`config.mk`:
```
export PLATFORM = sky130hd
export DESIGN_NAME = mtm_alu_serial_rx
export DESIGN_NICKNAME = d
export VERILOG_FILES = /design/src/rtl/mtm_alu_serial_rx.sv
export SDC_FILE = /design/constraint.sdc
export NUM_CORES = 1
export LEC_CHECK = 0
export BUFFER_PORTS_ARGS = -buffer_cell sky130_fd_sc_hd__buf_2
export CORE_MARGIN = 2
export CORE_UTILIZATION = 54
export CTS_CLUSTER_SIZE = 20
export DETAILED_ROUTE_END_ITERATION = 12
export PLACE_DENSITY = 0.74
export REMOVE_ABC_BUFFERS = 1
export SYNTH_ARGS = -nofsm -noshare
export SYNTH_HDL_FRONTEND = slang
export SYNTH_SLANG_ARGS = --single-unit
```
`constraint.sdc`:
```
create_clock -name clk -period 4.8 [get_ports clk]
set_input_delay 0 -clock clk [delete_from_list [all_inputs] [get_ports clk]]
set_output_delay 0 -clock clk [all_outputs]
set_load 0.02 [all_outputs]
```
`src/rtl/mtm_alu_serial_rx.sv`:
```
// mtm_alu_serial_rx: serial command receiver for the ALU.
// Deframes 11-bit serial frames (start, type, 8 data bits MSB first, stop)
// into a packet of DATA_BYTES data frames plus one CTL frame, validates the
// frame count, CRC-4 and opcode, and either presents B/A/op to the ALU core
// with a one-cycle pkt_valid pulse or raises a one-hot error report.

module mtm_alu_serial_rx #(
  parameter int unsigned DATA_BYTES = 8,
  parameter bit          CRC_CHECK  = 1'b1,
  parameter bit          OP_CHECK   = 1'b1
) (
  input  logic        clk,
  input  logic        reset_n,
  input  logic        sin,
  output logic        pkt_valid,
  output logic [31:0] a,
  output logic [31:0] b,
  output logic [2:0]  op,
  output logic        err_valid,
  output logic [2:0]  err_flags,
  output logic        busy
);

  localparam int unsigned CNT_W     = $clog2(DATA_BYTES + 1);
  localparam int unsigned BUF_BYTES = 8;

  typedef enum logic [2:0] {
    IDLE,
    TYPE,
    DATA,
    STOP,
    RESYNC
  } state_t;

  state_t           state;
  logic [2:0]       bit_cnt;
  logic             is_ctl;
  logic [7:0]       shreg;
  logic [CNT_W-1:0] byte_cnt;
  logic             ovf;
  logic             resync_seen;
  logic [7:0]       byte_buf [BUF_BYTES];

  logic [31:0]      b_word;
  logic [31:0]      a_word;
  logic [2:0]       ctl_op;
  logic [3:0]       ctl_crc;
  logic [3:0]       exp_crc;
  logic             count_ok;
  logic             crc_ok;
  logic             op_ok;

  // CRC-4, polynomial x^4+x+1, init 0, message fed MSB first.
  function automatic logic [3:0] crc4(input logic [67:0] msg);
    logic [3:0] c;
    logic       fb;
    c = '0;
    for (int unsigned i = 0; i < 68; i++) begin
      fb = c[3] ^ msg[67 - i];
      c  = {c[2:0], 1'b0} ^ (fb ? 4'h3 : 4'h0);
    end
    return c;
  endfunction

  assign b_word = {byte_buf[0], byte_buf[1], byte_buf[2], byte_buf[3]};
  assign a_word = {byte_buf[4], byte_buf[5], byte_buf[6], byte_buf[7]};

  // Decode and validate the CTL byte currently held in the shift register.
  always_comb begin
    ctl_op   = shreg[6:4];
    ctl_crc  = shreg[3:0];
    exp_crc  = crc4({b_word, a_word, 1'b1, ctl_op});
    count_ok = (byte_cnt == CNT_W'(DATA_BYTES)) && !ovf;
    crc_ok   = !CRC_CHECK || (ctl_crc == exp_crc);
    op_ok    = !OP_CHECK || (ctl_op inside {3'b000, 3'b001, 3'b100, 3'b101});
  end

  // Bit-level deframing FSM plus packet assembly and registered outputs.
  always_ff @(posedge clk or negedge reset_n) begin
    if (!reset_n) begin
      state       <= IDLE;
      bit_cnt     <= '0;
      is_ctl      <= 1'b0;
      shreg       <= '0;
      byte_cnt    <= '0;
      ovf         <= 1'b0;
      resync_seen <= 1'b0;
      for (int unsigned i = 0; i < BUF_BYTES; i++) byte_buf[i] <= '0;
      pkt_valid   <= 1'b0;
      a           <= '0;
      b           <= '0;
      op          <= '0;
      err_valid   <= 1'b0;
      err_flags   <= '0;
      busy        <= 1'b0;
    end else begin
      pkt_valid <= 1'b0;
      err_valid <= 1'b0;
      case (state)
        IDLE: begin
          if (!sin) begin
            state <= TYPE;
            busy  <= 1'b1;
          end
        end
        TYPE: begin
          is_ctl  <= sin;
          bit_cnt <= 3'd7;
          state   <= DATA;
        end
        DATA: begin
          shreg <= {shreg[6:0], sin};
          if (bit_cnt == 3'd0) state <= STOP;
          else bit_cnt <= bit_cnt - 3'd1;
        end
        STOP: begin
          if (sin) begin
            state <= IDLE;
            if (!is_ctl) begin
              if (byte_cnt < CNT_W'(DATA_BYTES)) begin
                for (int unsigned i = 0; i < BUF_BYTES; i++)
                  if (i < DATA_BYTES && byte_cnt == CNT_W'(i)) byte_buf[i] <= shreg;
                byte_cnt <= byte_cnt + CNT_W'(1);
              end else begin
                ovf <= 1'b1;
              end
            end else begin
              busy     <= 1'b0;
              byte_cnt <= '0;
              ovf      <= 1'b0;
              if (!count_ok) begin
                err_valid <= 1'b1;
                err_flags <= 3'b100;
              end else if (!crc_ok) begin
                err_valid <= 1'b1;
                err_flags <= 3'b010;
              end else if (!op_ok) begin
                err_valid <= 1'b1;
                err_flags <= 3'b001;
              end else begin
                pkt_valid <= 1'b1;
                a         <= a_word;
                b         <= b_word;
                op        <= ctl_op;
              end
            end
          end else begin
            state       <= RESYNC;
            resync_seen <= 1'b0;
            err_valid   <= 1'b1;
            err_flags   <= 3'b100;
            busy        <= 1'b0;
            byte_cnt    <= '0;
            ovf         <= 1'b0;
          end
        end
        RESYNC: begin
          if (sin) begin
            resync_seen <= 1'b1;
            if (resync_seen) state <= IDLE;
          end else begin
            resync_seen <= 1'b0;
          end
        end
        default: state <= IDLE;
      endcase
    end
  end

endmodule
```
==> impl_metrics.env <==
export IMPL_path_common_cell="xnor2_1"
export IMPL_clk_latency_ps=420
export IMPL_diodes=0
export IMPL_clock_sinks=158
export IMPL_startpoint_type="register"
export IMPL_status="finished, final reports clean"
export IMPL_clk_path_buf_depth=2
export IMPL_die_area_um2=15200
export IMPL_hold_path_class="in2async"
export IMPL_crit_type="reg2reg"
export IMPL_grtUsageTotal_pct=21.9
export IMPL_yosysSeqAreaShare_pct=51.5
export IMPL_synth_ff_type="dfrtp_1"
export IMPL_dpl_hpwl_um=10500
export IMPL_path_clk_slew_ps=60
export IMPL_crit_arrival_ps=4940
export IMPL_place_inst=782
export IMPL_synthCells=540
export IMPL_drtIter0Drc=222
export IMPL_fin_area_um2=8870
export IMPL_nNetsFinal=632
export IMPL_cp_slowest_cell="xnor3_1"
export IMPL_fin_setup_tns_ps=0
export IMPL_crit_fanout=25
export IMPL_synth_area_leaders="dfrtp_1 (51%), mux2_2 (12%), xnor2_1 (7.4%), mux2_4 (5.5%), xnor3_1 (5.0%)"
export IMPL_antenna_found_initial=0
export IMPL_wl_per_cell_um=18.7
export IMPL_cts_tree="done"
export IMPL_grt_max_degree=97
export IMPL_grt_setup_unrepaired="no"
export IMPL_cts_root_buf="clkbuf_16"
export IMPL_crit_path_end_kind="register"
export IMPL_finalHoldViolCount=0
export IMPL_nFillCells=1060
export IMPL_final_common_cell="dfrtp_1"
export IMPL_post_route_period_util_pct=96.7
export IMPL_stdcell_count=816
export IMPL_slew_viol_final=0
export IMPL_io_buffers=75
export IMPL_synth_distinct_cells=45
export IMPL_worst_ep_required_time_ps=5100
export IMPL_drv_cap=0
export IMPL_remaining_drc_errors=0
export IMPL_layout_drive_gt1_share_pct=36.0
export IMPL_cp_cell_sequence="xnor2_1, xnor3_1, xnor2_1, xnor2_1, xnor3_2, xor2_1, xnor3_1, nor2b_1, a221oi_1, o32ai_4, nand4_4, buf_4, mux2_2"
export IMPL_core_um2=13900
export IMPL_grt_pass1_vias=4588
export IMPL_pin_count=76
export IMPL_final_cell_mix="dfrtp_1 (158), mux2_2 (84), buf_2 (74)"
export IMPL_ant_nets=0
export IMPL_place_congestion=0.904
export IMPL_num_rows=43
export IMPL_relSlewSlack_pct=43.7
export IMPL_syn2layout_area_growth_pct=15.5
export IMPL_finalCriticalPeriod_ps=4640
export IMPL_synth_edf_count=0
export IMPL_wl_um=15300
export IMPL_critical_path_max_stage_delay_ps=520
export IMPL_vias=4443
export IMPL_final_setup_viol_count=0
export IMPL_cts_buffers=17
export IMPL_htree_levels=4
export IMPL_grt_pass1_wl_um=24500
export IMPL_reg2reg_slack_ps=160
export IMPL_die_w_um=123
export IMPL_fin_worst_skew_ps=9.01
export IMPL_synth_warning_count=0
export IMPL_fin_hold_ws_ps=245
export IMPL_synth_top_cell_area_share_pct=51.5
export IMPL_grt_ovfl_total=0
export IMPL_first_pass_iters=4
export IMPL_synth_async_sr_flop_share_pct=100
export IMPL_routed_via_density=5.44
export IMPL_place_area_um2=8240
export IMPL_fmax_ghz=0.216
export IMPL_die_h_um=123
export IMPL_synth_seq_cells=158
export IMPL_netlist_area_um2=7680
export IMPL_yosysTopAreaCell="dfrtp_1"
export IMPL_tightest_slew_ps=844
export IMPL_start_util_pct=55.3
export IMPL_syn_area_per_cell_um2=14.2
## final timing paths
path,startpoint,end,cells past startpoint
min in group clk,sin,state[0]$_DFFE_PN0P_,3
setup / recovery,b_word[31]$_DFFE_PN0P_,b[19]$_DFFE_PN0P_,13
hold reg to reg,resync_seen$_DFFE_PN0P_,state[2]$_DFFE_PN0P_,1
hold / removal,reset_n,b_word[9]$_DFFE_PN0P_,2
max in group asynchronous,reset_n,a_word[25]$_DFFE_PN0P_,3
setup reg to reg,b_word[31]$_DFFE_PN0P_,b[19]$_DFFE_PN0P_,13
## flip-flops by register name, summed over array words and instances, names as in the netlist, 3 cells and up
register / count
b: 32
byte_cnt: 4
shreg: 8
a: 32
bit_cnt: 3
state: 3
b_word: 32
a_word: 32
op: 3
err_flags: 3
## cell usage after synthesis (all sizes together), types with 2 or more instances
master  instances
xnor2          68
nor2           17
mux2          131
ha              6
o21ai          17
xor3            4
clkbuf          9
buf             8
and2            2
a22o            2
nand2          23
dfrtp         158
nor3            5
nor2b           4
a21oi           8
a221oi          2
nand4           2
xnor3          19
nand3           7
xor2           23
inv             9
nand2b          3
## cell type report
cell class,instances,area (um^2),area share [%]
Timing Repair Buffer,81,444,5.01
Tap cell,180,225,2.54
Clock buffer,22,464,5.24
Clock inverter,10,136,1.54
Sequential cell,158,3950,44.6
Multi-Input combinational cell,356,3610,40.7
Inverter,9,33.8,0.381
## cell families (layout without fill, tap and decap cells)
family	Yosys count	count (layout)	synth area share (%)
multiplexers	132	132	20.7
flip-flops	158	158	51.5
buffers and inverters	26	122	1.71
AND/OR/NAND/NOR	66	66	4.03
adder cells (fa/ha/maj)	6	6	0.978
XOR/XNOR	114	114	17.8
AO/OA/AOI/OAI	38	38	3.31
## per-stage QoR
stage,util [%],setup WS [ps]
after global placement,59.3,319
final,63.9,160
after global routing,63.9,0.632
after floorplan,-,-894
after CTS,63.8,147
after detailed placement,59.3,176
## critical path, delay by kind of cell (launching register included)
family                    cells  cell delay, ps
DFF                           1             430
muxes                         1             390
buffers and inverters         1             340
AOI/OAI and AO/OA             2             650
xor gates and xnor gates      7            2350
and+or+nand+nor               2             330
## layer usage
layer	wire length [um]	track usage (%)	share of wire, %	vias to the layer above
met2	7420	34.3	49	100
met5	0	0	0	-
met1	6950	30.1	45	2280
li1	-	-	-	2044
met4	259	7.60	1.7	0
met3	660	4.98	4.3	19
## what timing repair did
action,4_1_cts,5_1_grt
gates resized for setup,0,1
hold endpoints to repair,100,0
endpoints found under the setup margin,0,21
hold buffers,2,0
buffers inserted,0,0
Power is not shown: default switching activity piles up to over one toggle a cycle in this logic, so the estimate is an artifact.
